===== config.mk =====
export PLATFORM = sky130hd
export DESIGN_NAME = tdc_split_x50
export DESIGN_NICKNAME = d
export VERILOG_FILES = /design/src/rtl/tdc_pkg.sv /design/src/rtl/tdc_div_step.sv /design/src/rtl/tdc_split_x50.sv
export SDC_FILE = /design/constraint.sdc
export NUM_CORES = 1
export LEC_CHECK = 0
export CAP_MARGIN = 5
export CORE_ASPECT_RATIO = 0.5
export CORE_MARGIN = 5
export CORE_UTILIZATION = 25
export CTS_CLUSTER_SIZE = 30
export DETAILED_ROUTE_END_ITERATION = 8
export SKIP_CTS_REPAIR_TIMING = 1
export SYNTH_ARGS = -nofsm -noshare
export SYNTH_HDL_FRONTEND = slang
export SYNTH_SLANG_ARGS = --single-unit
export TNS_END_PERCENT = 5

===== constraint.sdc =====
create_clock -name clk -period 2.1 [get_ports clk]
set_clock_uncertainty 0.05 [all_clocks]
set_input_delay 0.21 -clock clk [delete_from_list [all_inputs] [get_ports clk]]
set_output_delay 0.21 -clock clk [all_outputs]
set_load 0.01 [all_outputs]

===== src/rtl/tdc_pkg.sv =====
`default_nettype none
// ============================================================================
//  Module      : tdc_pkg
//  Description : Shared types and default constants for the TDC coarse/fine
//                splitter: FSM state encoding, default widths and divisor.
//  Revision    : 1.0 - initial release
// ============================================================================
package tdc_pkg;

    // Default fine-unit input width, coarse output width, fine output width
    localparam int C_IN_W    = 37;
    localparam int C_Q_W     = 32;
    localparam int C_FRAC_W  = 7;
    // Fine units per coarse tick
    localparam int C_DIVISOR = 50;

    // Divider controller states
    typedef enum logic [1:0] {
        ST_IDLE = 2'd0,
        ST_CALC = 2'd1,
        ST_DONE = 2'd2
    } tdc_state_t;

endpackage : tdc_pkg
`default_nettype wire


===== src/rtl/tdc_div_step.sv =====
`default_nettype none
// ============================================================================
//  Module      : tdc_div_step
//  Description : One restoring-division step. The next dividend bit is shifted
//                into the partial remainder; if the result reaches DIVISOR,
//                DIVISOR is subtracted and the quotient bit is 1.
//  Revision    : 1.0 - initial release
// ============================================================================
module tdc_div_step
    import tdc_pkg::*;
#(
    parameter int FRAC_W  = C_FRAC_W,
    parameter int DIVISOR = C_DIVISOR
) (
    input  logic [FRAC_W:0] i_rem,
    input  logic            i_bit,
    output logic [FRAC_W:0] o_rem_next,
    output logic            o_q_bit
);

    // One bit wider than the remainder so the shifted value never wraps
    logic [FRAC_W+1:0] w_shifted;
    logic [FRAC_W+1:0] w_diff;

    assign w_shifted = {i_rem, i_bit};
    assign w_diff    = w_shifted - (FRAC_W+2)'(DIVISOR);

    // Compare-and-subtract; remainder stays below DIVISOR after every step
    always_comb begin
        o_q_bit    = 1'b0;
        o_rem_next = (FRAC_W+1)'(w_shifted);
        if (w_shifted >= (FRAC_W+2)'(DIVISOR)) begin
            o_q_bit    = 1'b1;
            o_rem_next = (FRAC_W+1)'(w_diff);
        end
    end

endmodule : tdc_div_step
`default_nettype wire


===== src/rtl/tdc_split_x50.sv =====
`default_nettype none
// ============================================================================
//  Module      : tdc_split_x50
//  Description : Splits a fine-unit time value into coarse ticks (quotient)
//                and fine residue (remainder) by a constant DIVISOR, using a
//                bit-serial restoring divider (IN_W steps, MSB first).
//                Optional feature macro: TDC_SPLIT_DROP_CNT_EN adds an 8-bit
//                saturating count of inputs dropped while busy.
//  Revision    : 1.0 - initial release
// ============================================================================
module tdc_split_x50
    import tdc_pkg::*;
#(
    parameter int IN_W    = C_IN_W,
    parameter int Q_W     = C_Q_W,
    parameter int FRAC_W  = C_FRAC_W,
    parameter int DIVISOR = C_DIVISOR
) (
    input  logic              clk,
    input  logic              rst,
    input  logic [IN_W-1:0]   in_data,
    input  logic              in_dval,
    output logic              busy,
    output logic [Q_W-1:0]    int_out,
    output logic [FRAC_W-1:0] frac_out,
    output logic              out_dval
`ifdef TDC_SPLIT_DROP_CNT_EN
    ,
    output logic [7:0]        drop_cnt
`endif
);

    localparam int                 C_CNT_W    = (IN_W > 1) ? $clog2(IN_W) : 1;
    localparam logic [C_CNT_W-1:0] C_CNT_LOAD = C_CNT_W'(IN_W - 1);

    tdc_state_t         r_state;
    logic [C_CNT_W-1:0] r_cnt;
    logic [FRAC_W:0]    r_rem;
    // Dividend bits shift out of the top while quotient bits shift in at the
    // bottom; after IN_W steps the register holds the full quotient.
    logic [IN_W-1:0]    r_shift;

    logic [FRAC_W:0]    w_rem_next;
    logic               w_q_bit;
    logic [IN_W-1:0]    w_shift_next;

    assign w_shift_next = (r_shift << 1) | IN_W'(w_q_bit);

    tdc_div_step #(
        .FRAC_W  (FRAC_W),
        .DIVISOR (DIVISOR)
    ) u_div_step (
        .i_rem      (r_rem),
        .i_bit      (r_shift[IN_W-1]),
        .o_rem_next (w_rem_next),
        .o_q_bit    (w_q_bit)
    );

    // Controller: accept in IDLE/DONE, step in CALC, publish on CALC exit
    always_ff @(posedge clk) begin
        if (rst) begin
            r_state  <= ST_IDLE;
            r_cnt    <= '0;
            r_rem    <= '0;
            r_shift  <= '0;
            busy     <= 1'b0;
            out_dval <= 1'b0;
            int_out  <= '0;
            frac_out <= '0;
        end else begin
            case (r_state)
                ST_IDLE, ST_DONE: begin
                    out_dval <= 1'b0;
                    if (in_dval) begin
                        r_shift <= in_data;
                        r_cnt   <= C_CNT_LOAD;
                        r_rem   <= '0;
                        busy    <= 1'b1;
                        r_state <= ST_CALC;
                    end else begin
                        r_state <= ST_IDLE;
                    end
                end
                ST_CALC: begin
                    r_shift <= w_shift_next;
                    r_rem   <= w_rem_next;
                    if (r_cnt == '0) begin
                        int_out  <= Q_W'(w_shift_next);
                        frac_out <= w_rem_next[FRAC_W-1:0];
                        out_dval <= 1'b1;
                        busy     <= 1'b0;
                        r_state  <= ST_DONE;
                    end else begin
                        r_cnt <= r_cnt - C_CNT_W'(1);
                    end
                end
                default: begin
                    busy     <= 1'b0;
                    out_dval <= 1'b0;
                    r_state  <= ST_IDLE;
                end
            endcase
        end
    end

`ifdef TDC_SPLIT_DROP_CNT_EN
    // Count inputs that arrive while a division is running, saturating at 255
    always_ff @(posedge clk) begin
        if (rst) begin
            drop_cnt <= 8'd0;
        end else if (in_dval && (r_state == ST_CALC) && (drop_cnt != 8'hFF)) begin
            drop_cnt <= drop_cnt + 8'd1;
        end
    end
`endif

endmodule : tdc_split_x50
`default_nettype wire


== Word-level counts from Yosys, hierarchy flattened ==
Index checks and enable logic that the tools add are counted.

* Add/sub/neg operators: 2
* $lt $le $gt $ge: 1
* Equality and inequality tests: 5
* Muxes and demuxes: 15
* Bitwise operators: 2
* Reduce and logical (&&, ||, !) cells: 9

{| class="wikitable"
|+ Operators by type and width
! operator !! number
|-
| one-hot mux 37 bit (2 select lines) || 1
|-
| 2-to-1 mux 37 bit || 1
|-
| OR 37 x 1 -> 37 bit || 1
|-
| 2-to-1 mux 8 bit || 2
|-
| one-hot mux 8 bit (2 select lines) || 1
|-
| 2-to-1 mux 6 bit || 2
|-
| one-hot mux 6 bit (2 select lines) || 1
|-
| >= comparator 9 x 6 -> 1 bit (second input constant) || 1
|-
| subtractor 8 x 6 -> 8 bit (second input constant) || 1
|-
| logical NOT 6 bit || 1
|-
| != test 2 bit (second input constant) || 3
|-
| AND reduction 2 bit || 3
|-
| subtractor 6 x 1 -> 6 bit (second input constant) || 1
|-
| 2-to-1 mux 1 bit || 4
|-
| one-hot mux 2 bit (2 select lines) || 1
|-
| OR reduction 2 bit || 2
|-
| AND reduction 3 bit || 1
|-
| == test 2 x 1 -> 1 bit (second input constant) || 1
|-
| == test 2 bit (second input constant) || 1
|-
| logical NOT 2 bit || 1
|-
| 2-to-1 mux 2 bit || 1
|-
| one-hot mux 1 bit (2 select lines) || 1
|-
| nonzero test 2 bit || 1
|-
| NOT 1 bit || 1
|}

* Bits in registers: 94
* Input bits: 40
* Output and inout bits: 41
* Logic and storage cells: 42

== Depth between registers and ports, before layout ==
Gate-level depths: netlist of the first run.

* Word-level depth: 4
* Gate-level depth with buffers: 8

== Hierarchy ==
From an unflattened synthesis of the first run, not the netlist that was laid out.

* Cell total of the unflattened synthesis: 441
* Area total of the unflattened synthesis: 3717.3 um^2

{| class="wikitable"
|+ Modules (own cells, without submodules)
! module !! times used !! cells each !! area each (um^2)
|-
| tdc_split_x50 || 1 || 415 || 3497.1
|-
| tdc_div_step || 1 || 26 || 220.2
|}

== Worst setup path before layout of the first run ==
OpenSTA, ideal clock, no wires.

* Kind: register to register
* From: reg r_rem[1]
* To: reg frac_out[1]
* Setup time: 0.062 ns
* Arrival: 1.749 ns
* Required time: 1.988 ns
* Slack: 0.239 ns
* Cell stages (with the launch flop): 8
* Period minus slack after synthesis: 1.861 ns
* Cell sequence: dfxtp_1 > inv_1 > ha_1 > nand2b_4 > a311oi_4 > nand2_4 > or4_1 > nand3_1

* Word-level cells in the longest chain between the ends: 2

{| class="wikitable"
|+ Ends and longest elaborated chain
! element !! RTL line !! text
|-
| start: declaration || tdc_split_x50.sv:38 || <nowiki>logic [FRAC_W:0] r_rem;</nowiki>
|-
| start signal: assignment || tdc_split_x50.sv:86 || <nowiki>r_rem <= w_rem_next;</nowiki>
|-
| >= comparator 9 x 6 -> 1 bit || tdc_div_step.sv:32 || <nowiki>if (w_shifted >= (FRAC_W+2)'(DIVISOR)) begin</nowiki>
|-
| 2-to-1 mux 8 bit || tdc_div_step.sv:32 ||
|-
| end signal: assignment || tdc_split_x50.sv:89 || <nowiki>frac_out <= w_rem_next[FRAC_W-1:0];</nowiki>
|-
| end: declaration || tdc_split_x50.sv:25 || <nowiki>output logic [FRAC_W-1:0] frac_out,</nowiki>
|}

No other way between the ends.
A chain may end at the register's enable or synchronous reset.

== Final worst setup path of the first run ==
Ends and elaborated chain as after synthesis.

==> summary.txt, run 1 <==
Synthesis
  • FF+latch count, synth: 94
  • Syn Inst Count: 438
  • Post-synthesis net count: 481
  • Synth warn: 0
  • Distinct cells, synth: 40
  • Sequential fraction of the synthesis area: 0.510
  • Syn_area_per_cell: approximately 8.4 um2
  • Post-Syn Area: 3690 um2

Floorplanning
  • Die area: about 17,000 um2
  • Core footprint: around 14,000 um2
  • Starting density of the core: 0.255
  • # IOs: a little over 80
  • Die Height: 95.9 um
  • Cell Rows: 31
  • Floorplan die width: approximately 180 um

Critical path
  • Critical path capture point type: register
  • Critical Path AT: between 2 and 2.5 ns
  • Slowest CP cell: or4_1
  • Crit path kind: reg2reg
  • Critical Path, Cell by Cell: inv_1, ha_2, nand2b_4, a311oi_4, nand2_4, or4_1, nand3_1
  • Worst Path Required: ~2.3 ns
  • Critical path fanouts, max: 8
  • Max incr delay on CP: ~0.48 ns
  • Worst setup SP type: register

Drt
  • Antenna Nets Post-Route: 0
  • Starting DRT DRC Count: 201
  • Routed via count: about 3,200
  • Vias/cell: between 4 and 5
  • DR pass1 iterations: 4
  • DRC violations left: 0
  • WL per Instance: 13.8 um
  • DRT Wirelength: ~10000 um

CTS
  • H-tree depth: 3
  • Clock sinks: 94
  • CTS clock-pin slew for the worst setup and hold paths: 0.06 ns
  • TritonCTS Buffers: 9
  • Worst skew pair latency: 0.34 ns
  • Clk root buf: clkbuf_16
  • TritonCTS clock tree: yes
  • Clk buf depth: 2

Placed design
  • Port Buf Inserts: 80
  • Placer Congestion: ~0.84
  • Post-DP HPWL: 7030 um

Layout
  • Commonest non-fill, non-tap cell in the layout: nand2_1
  • Area growth, synth to finish: 37.7%
  • Most frequent cells in the layout: 112 x nand2_1, 94 x dfxtp_1, 81 x a21oi_1
  • Filler cell count: roughly 1,500
  • Net count, final: around 560
  • Layout cell share with drive strength beyond 1: 0.0870
  • N_diodes: 0

GRT
  • Number of global-route vias before repair: a little over 3,000
  • Global-route wire length before repair: 15,500 um
  • Largest net degree at the start of global routing: 34
  • Initial antenna violation count: 0
  • Tot GR Track Use: 0.111
  • Grt ovf: 0

Pwr
  • Pwr Total: 4400 uW
  • PwrDens: slightly below 900 nW/um2
  • Pleak: approximately 0.0017 uW
  • Worst IR drop on VDD: roughly 470 uV

Timing
  • Max Slew Vio Count: 0
  • Final setup TNS: 0 ns
  • Tcrit/Tclk final: 0.944
  • Worst slew pin tran: just under 0.8 ns
  • Final Hold Vio Count: 0
  • Fmax: about 0.50 GHz
  • Final setup viols: 0
  • Hold_ws: between 0.3 and 0.4 ns
  • Post-layout min period: a little under 2 ns
  • Worst slew margin: 0.473

Outcome
  • Status: complete, no violations

Hold path
  • Hold Path Class: in2reg

Job
  • Max cap viols: 0
metal layers:
metal / vias to the layer above / routed length [um] / track usage
li1: 1666 / - / -
met1: 1518 / 4470 / 0.138
met2: 41 / 4930 / 0.186
met3: 9 / 393 / 0.0336
met4: 0 / 106 / 0.0381
met5: - / 0 / 0
flip-flops by register name, summed over array words and instances, names as in the netlist:
name and count:
r_cnt 6, out_dval 1, r_shift 37, int_out 32
frac_out 7, r_state 2, r_rem 8, busy 1
power breakdown:
part / internal (uW) / total [uW] / switching, uW
combinational: 337 / 756 / 419
sequential: 1910 / 2000 / 92.6
clock: 982 / 1650 / 665
total: 3220 / 4400 / 1180
stage by stage:
step	cell area [um2]	instances	util	setup WS (ns)
floorplan	3690	438	-	0.239
global placement	4770	700	0.330	0.163
detailed placement	4770	700	0.330	0.117
CTS	5070	715	0.351	0.101
global route	5080	715	0.351	-0.000373
finish	5080	715	0.351	0.118
final timing paths:
kind	slack (ns)	to	from	depth (start not counted)
hold reg to reg	0.40	int_out[15]	int_out[15]	2
setup / recovery	0.12	frac_out[1]	r_rem[1]	7
hold / removal	0.31	r_state[1]	rst	2
setup reg to reg	0.12	frac_out[1]	r_rem[1]	7
worst max-delay path: cells and delay by family, from the launching register on:
kind / cells / cell delay, ns
and+or+nand+nor: 4 / 0.78
AOI/OAI and AO/OA: 1 / 0.41
DFF: 1 / 0.35
adders and majority gates: 1 / 0.22
buffers and inverters: 1 / 0.12
cell families (layout without fill, tap and decap cells):
family / Yosys count / in the layout / synth area share
and+or+nand+nor: 156 / 156 / 0.185
AOI/OAI and AO/OA: 140 / 140 / 0.235
DFF: 94 / 94 / 0.510
buffers and inverters: 36 / 115 / 0.0390
xor gates and xnor gates: 8 / 8 / 0.0190
adders and majority gates: 3 / 3 / 0.0102
muxes: 1 / 1 / 0.00271
area by class of cell:
cell class / instances / area, um2 / share of cell area
inverters: 4 / 15.0 / 0.00295
clock inverters: 3 / 43.8 / 0.00862
flip-flops and latches: 94 / 1880 / 0.370
repair buffers: 96 / 945 / 0.186
clock buffers: 12 / 256 / 0.0505
multi-input cells: 308 / 1690 / 0.333
well taps: 198 / 248 / 0.0487
cells in the mapped netlist, drive strengths merged:
master,count,area share
a211o,1,0.0027
a211oi,4,0.0081
a21boi,1,0.0020
a21oi,81,0.11
a22o,2,0.0051
a22oi,38,0.077
a311oi,2,0.0095
a31oi,1,0.0034
and3,1,0.0020
buf,11,0.014
clkbuf,21,0.021
dfxtp,94,0.51
ha,3,0.010
inv,4,0.0041
mux2i,1,0.0027
nand2,113,0.12
nand2b,6,0.012
nand3,3,0.0041
nand3b,2,0.0041
nand4,1,0.0017
nor2,13,0.013
nor2b,3,0.0051
nor3,9,0.014
nor3b,1,0.0020
nor4,1,0.0017
nor4b,1,0.0041
o211ai,1,0.0020
o21ai,6,0.0081
o21bai,1,0.0020
o311ai,1,0.0024
o31ai,1,0.0020
or4,2,0.0041
xnor2,5,0.012
xor2,3,0.0071
No activity file was read; power rests on OpenSTA's default activity.
==> run 2, diff against run 1 <==
CORE_MARGIN = 4   (was 5)
==> summary.txt, run 2 (synthesis results as in run 1) <==
Placed design
  • Post-DP HPWL: 6800 um (-3.2%)
  • Post-DP Area: 4760 um2 (-0.16%)
  • Placer Congestion: 0.860 (+2.2%)
  • Port Buf Inserts: 80 (unchanged)

Layout
  • Finished Cell Area: 5070 um2 (-0.25%)
  • Max reg flops: 37 (unchanged)
  • Commonest non-fill, non-tap cell in the layout: nand2_1
  • Area growth, synth to finish: 37.4%
  • Post-layout util: 0.350 (-0.000865)
  • Most frequent cells in the layout: 112 x nand2_1, 94 x dfxtp_1, 81 x a21oi_1
  • N_diodes: 0 (unchanged)
  • Register Area: 1880 um2 (unchanged)
  • Filler cell count: 1,509 (+2.1%)
  • Net count, final: 556 (unchanged)
  • Layout cell share with drive strength beyond 1: 0.0851 (-0.00193)
  • Multi-input logic area: 1690 um2 (-0.15%)
  • Biggest regs: r_shift (37), int_out (32), r_rem (8)
  • Top reg by flops: r_shift

Timing
  • Fmax: 0.515 GHz (+2.2%)
  • Worst slew margin: 0.519 (+0.0461)
  • Final setup viols: 0 (unchanged)
  • Post-layout min period: 1.94 ns (-0.0420 ns)
  • Final setup TNS: 0 ns (unchanged)
  • Worst slew pin tran: 0.721 ns (-0.0638 ns)
  • Final Hold Vio Count: 0 (unchanged)
  • RSZ-0062 raised after global routing: false
  • Tcrit/Tclk final: 0.924 (-0.0200)
  • Max Slew Vio Count: 0 (unchanged)

Critical path
  • Critical Path, Cell by Cell: inv_1, ha_1, nand2b_4, a311oi_4, nand2_4, or4_1, nand3_1
  • Crit path kind: reg2reg
  • Slowest CP cell: or4_1
  • Max incr delay on CP: 0.48 ns (about the same)
  • R2R Path Start: r_rem[1]
  • Worst R2R Path Depth: 7 (unchanged)
  • Critical Path AT: 2.17 ns (-0.04 ns)
  • R2R Setup Slk: 0.16 ns (+0.04 ns)
  • Worst Path Required: 2.33 ns (about the same)
  • Critical path fanouts, max: 8 (unchanged)
  • Worst setup SP type: register
  • Critical path capture point type: register
  • Reg-to-reg endpoint: frac_out[1]

CTS
  • Clk root buf: clkbuf_16
  • TritonCTS Buffers: 9 (unchanged)
  • Clk buf depth: 2 (unchanged)
  • Clock sinks: 94 (unchanged)
  • TritonCTS clock tree: yes
  • CTS clock-pin slew for the worst setup and hold paths: 0.06 ns (about the same)
  • H-tree depth: 3 (unchanged)
  • Worst skew pair latency: 0.34 ns (about the same)

Floorplanning
  • Floorplan die width: 180 um (-1.1%)
  • Starting density of the core: 0.255 (unchanged)
  • Core footprint: 14,500 um2 (unchanged)
  • Die Height: 93.9 um (-2.1%)
  • Cell Rows: 31 (unchanged)
  • Die area: 16,900 um2 (-3.2%)
  • # IOs: 81 (unchanged)

GRT
  • Largest net degree at the start of global routing: 46 (+35%)
  • Number of global-route vias before repair: 3,037 (+0.23%)
  • Grt met1 use: 0.137 (-0.00102)
  • Grt met3 use: 0.0336 (+0.0000451)
  • Routing usage on met2: 0.194 (+0.00812)
  • Global-route wire length before repair: 15,500 um (-0.27%)
  • Tot GR Track Use: 0.113 (+0.00193)
  • Initial antenna violation count: 0 (unchanged)
  • Gr busiest metal: met2
  • Grt ovf: 0 (unchanged)

Drt
  • Antenna Nets Post-Route: 0 (unchanged)
  • Routed via count: 3,256 (+0.68%)
  • Vias/cell: 4.55 (+0.68%)
  • DRC violations left: 0 (unchanged)
  • WL per Instance: 13.7 um (-0.90%)
  • Starting DRT DRC Count: 210 (+4.5%)
  • DR pass1 iterations: 4 (unchanged)
  • DRT Wirelength: 9810 um (-0.90%)

Job
  • Max cap viols: 0 (unchanged)

Hold path
  • Worst Hold Launch: rst
  • Hold Path Class: in2reg
  • Worst Hold Endpoint: r_state[1]
  • Hold depth: 2 (unchanged)

Outcome
  • Status: complete, no violations

Pwr
  • PwrDens: 860 nW/um2 (-0.64%)
  • Pleak: 0.00171 uW (-0.60%)
  • Worst IR drop on VDD: 438 uV (-6.8%)
==> run 2: worst max-delay path by stage <==
stage / endpoint / depth (start not counted) / slack [ns] / from
after floorplan: frac_out[1] / 7 / 0.24 / r_rem[1]
after global placement: r_shift[13] / 6 / 0.09 / in_dval
after detailed placement: r_shift[10] / 6 / 0.08 / in_dval
after CTS: frac_out[1] / 7 / 0.09 / r_rem[1]
after global routing: frac_out[1] / 7 / 0.004 / r_rem[1]
final: frac_out[1] / 7 / 0.16 / r_rem[1]
==> run 2: final cells by class <==
cell class | instances | share of cell area
clock buffers | 11 | 0.0479
clock inverters | 4 | 0.00938
inverters | 4 | 0.00296
multi-input cells | 308 | 0.333
flip-flops and latches | 94 | 0.371
well taps | 198 | 0.0489
repair buffers | 96 | 0.186
==> run 2: where the power goes <==
| part | total, uW | switching, uW | internal, uW |
|---|---|---|---|
| clock network | 1600 | 656 | 944 |
| registers | 2000 | 93.1 | 1910 |
| logic | 763 | 424 | 339 |
| total | 4360 | 1170 | 3190 |
==> run 2: through the flow <==
stage | hold slack (ns) | setup slack, ns | cells | power, uW
after detailed placement | 0.396 | 0.0776 | 699 | 2800
after CTS | 0.286 | 0.0895 | 714 | 4410
after floorplan | 0.344 | 0.239 | 438 | 2470
after global placement | 0.392 | 0.0904 | 699 | 2790
after global routing | 0.331 | 0.00427 | 715 | 4560
final | 0.293 | 0.160 | 715 | 4360
==> run 2: worst max-delay path: cells and delay by family (launching register included) <==
| family | cells | cell delay (ns) |
|---|---|---|
| adder cells (fa/ha/maj) | 1 | 0.21 |
| AO/OA/AOI/OAI | 1 | 0.38 |
| AND/OR/NAND/NOR | 4 | 0.79 |
| buffers and inverters | 1 | 0.10 |
| flip-flops | 1 | 0.34 |
==> run 2: metal layers <==
metal,routed length (um),vias up
met1,4500,1529
met2,4780,47
met4,143,0
met3,392,13
met5,0,-
li1,-,1667
==> run 3, diff against run 2 <==
CAP_MARGIN = 20   (was 5)
CORE_ASPECT_RATIO = 0.6   (was 0.5)
clock period = 1.8 ns   (was 2.1 ns; I/O delays follow)
==> summary.txt, run 3 (synthesis results as in run 1) <==
Critical path
  • Slowest CP cell: or4_4
  • Max incr delay on CP: 0.55 ns (+0.07 ns)
  • Worst Path Required: 2.03 ns (-0.30 ns)
  • Crit path kind: reg2reg
  • Critical path fanouts, max: 5 (-3)
  • Worst setup SP type: register
  • Critical Path AT: 2.11 ns (-0.06 ns)
  • Critical path capture point type: register
  • Worst setup path startpoint: r_rem[0]
  • Critical Path, Cell by Cell: inv_4, ha_4, nand2b_4, a311oi_4, nand2_4, or4_4, nand3_2
  • R2R Path Start: r_rem[0]

GRT
  • Initial antenna violation count: 1 (+1)
  • Largest net degree at the start of global routing: 39 (-15%)
  • Tot GR Track Use: 0.124 (+0.0109)
  • Number of global-route vias before repair: 3,274 (+7.8%)
  • Global-route wire length before repair: 16,500 um (+6.6%)
  • Grt ovf: 0 (unchanged)

Pwr
  • P_sw: 1470 uW (+25%)
  • Sw frac: 0.277 (+0.00806)
  • PwrDens: 1010 nW/um2 (+18%)
  • Worst IR drop on VDD: 445 uV (+1.6%)
  • Clock power share: 0.375 (+0.008)
  • Pwr Total: 5310 uW (+22%)
  • Pleak: 0.00180 uW (+5.5%)
  • P_int: 3840 uW (+20%)
  • Power share of the combinational group: 0.185 (+0.010)
  • Seq pwr share: 0.439 (-0.019)

Timing
  • Post-layout min period: 1.88 ns (-0.0610 ns)
  • Max Slew Vio Count: 0 (unchanged)
  • Tcrit/Tclk final: 1.04 (+0.120)
  • RSZ-0062 raised after global routing: true
  • Final WS setup: -0.0789 ns (-0.239 ns)
  • Final Hold Vio Count: 0 (unchanged)
  • Worst slew pin tran: 0.390 ns (-0.331 ns)
  • Fmax: 0.532 GHz (+3.2%)
  • Final setup TNS: -0.136 ns (-0.136 ns)
  • Final setup viols: 4 (+4)
  • Worst slew margin: 0.736 (+0.218)
  • Hold_ws: 0.203 ns (-0.0902 ns)

CTS
  • TritonCTS Buffers: 9 (unchanged)
  • Clock sinks: 94 (unchanged)
  • TritonCTS clock tree: yes
  • CTS clock-pin slew for the worst setup and hold paths: 0.07 ns (about the same)
  • Worst skew pair latency: 0.33 ns (about the same)
  • Clk root buf: clkbuf_16
  • H-tree depth: 3 (unchanged)
  • Clk buf depth: 2 (unchanged)

Drt
  • DRT Wirelength: 10,700 um (+8.7%)
  • Vias/cell: 4.69 (+3.0%)
  • DR pass1 iterations: 4 (unchanged)
  • Starting DRT DRC Count: 109 (-48%)
  • Antenna Nets Post-Route: 0 (unchanged)
  • WL per Instance: 14.7 um (+6.9%)
  • Routed via count: 3,411 (+4.8%)
  • DRC violations left: 0 (unchanged)

Floorplanning
  • Starting density of the core: 0.255 (about the same)
  • # IOs: 81 (unchanged)
  • Die Height: 102 um (+8.7%)
  • Floorplan die width: 165 um (-8.3%)
  • Core footprint: 14,500 um2 (about the same)
  • Cell Rows: 34 (+9.7%)
  • Die area: 16,800 um2 (-0.32%)

Placed design
  • Post-DP HPWL: 7610 um (+12%)
  • Placer Congestion: 0.816 (-5.2%)
  • Dpl cells: 705 (+0.86%)
  • Port Buf Inserts: 80 (unchanged)

Layout
  • N_diodes: 0 (unchanged)
  • Net count, final: 567 (+2.0%)
  • Commonest non-fill, non-tap cell in the layout: nand2_1
  • Filler cell count: 1,463 (-3.0%)
  • Area growth, synth to finish: 42.3%
  • Biggest regs: r_shift (37), int_out (32), r_rem (8)
  • Top reg by flops: r_shift
  • Post-layout util: 0.363 (+0.0127)
  • Max reg flops: 37 (unchanged)
  • Most frequent cells in the layout: 112 x nand2_1, 92 x dfxtp_1, 80 x a21oi_1
  • Final non-filler cell total: 727 (+1.7%)
  • Layout cell share with drive strength beyond 1: 0.129 (+0.0434)

Outcome
  • Failing checks: setup timing
  • Status: finished, violations left

Job
  • Max cap viols: 0 (unchanged)

Hold path
  • Hold Path Class: in2reg
  • Worst Hold Launch: rst
==> run 3: cell count changes in the layout (fill, tap and decap cells not counted), moves of 2 or more <==
cell / delta
inv_1: -2
clkinv_4: +2
nand3_2: +2
buf_4: +11
clkinv_2: -2
dfxtp_1: -2
nand3_1: -2
==> run 3: layer usage <==
layer	wire length, um	up-vias	GRT usage
met4	59	2	0.0243
met5	13	-	0
met2	4470	86	0.179
li1	-	1694	-
met1	5300	1621	0.175
met3	821	8	0.0500
==> run 3: worst max-delay path, delay by kind of cell (launching register included) <==
family / cells / cell delay, ns
compound gates: 1 / 0.42
simple gates: 4 / 0.80
buf+inv: 1 / 0.06
fa+ha+maj: 1 / 0.14
flops: 1 / 0.36
==> run 3: worst paths after layout <==
path,to,slack [ns],depth (start not counted)
min,r_state[1],0.20,2
min reg2reg,frac_out[6],0.41,2
max,frac_out[1],-0.08,7
max reg2reg,frac_out[1],-0.08,7
==> run 3: final cells by class <==
cell class                 count  area (um2)  share of cell area
sequential                    94        1890               0.359
multi-input combinational    308        1750               0.333
timing repair buffer         107        1030               0.197
clock buffer                  11         253              0.0481
tap                          198         248              0.0472
clock inverter                 5        66.3              0.0126
inverter                       4        17.5             0.00333
==> run 3: power groups by stage <==
stage	clock network (uW)	logic, uW	registers, uW
finish	1990	985	2330
floorplan	0	511	2370
global route	2130	1080	2350
CTS	2040	951	2330
detailed placement	0	944	2380
global placement	0	929	2370
==> run 3: per-stage QoR <==
step           setup slack [ns]  area, um2
6_report                -0.0789       5250
5_1_grt                  -0.138       5250
4_1_cts                 -0.0646       5160
3_3_place_gp            0.00188       4840
2_1_floorplan            0.0291       3700
3_5_place_dp            -0.0465       4840
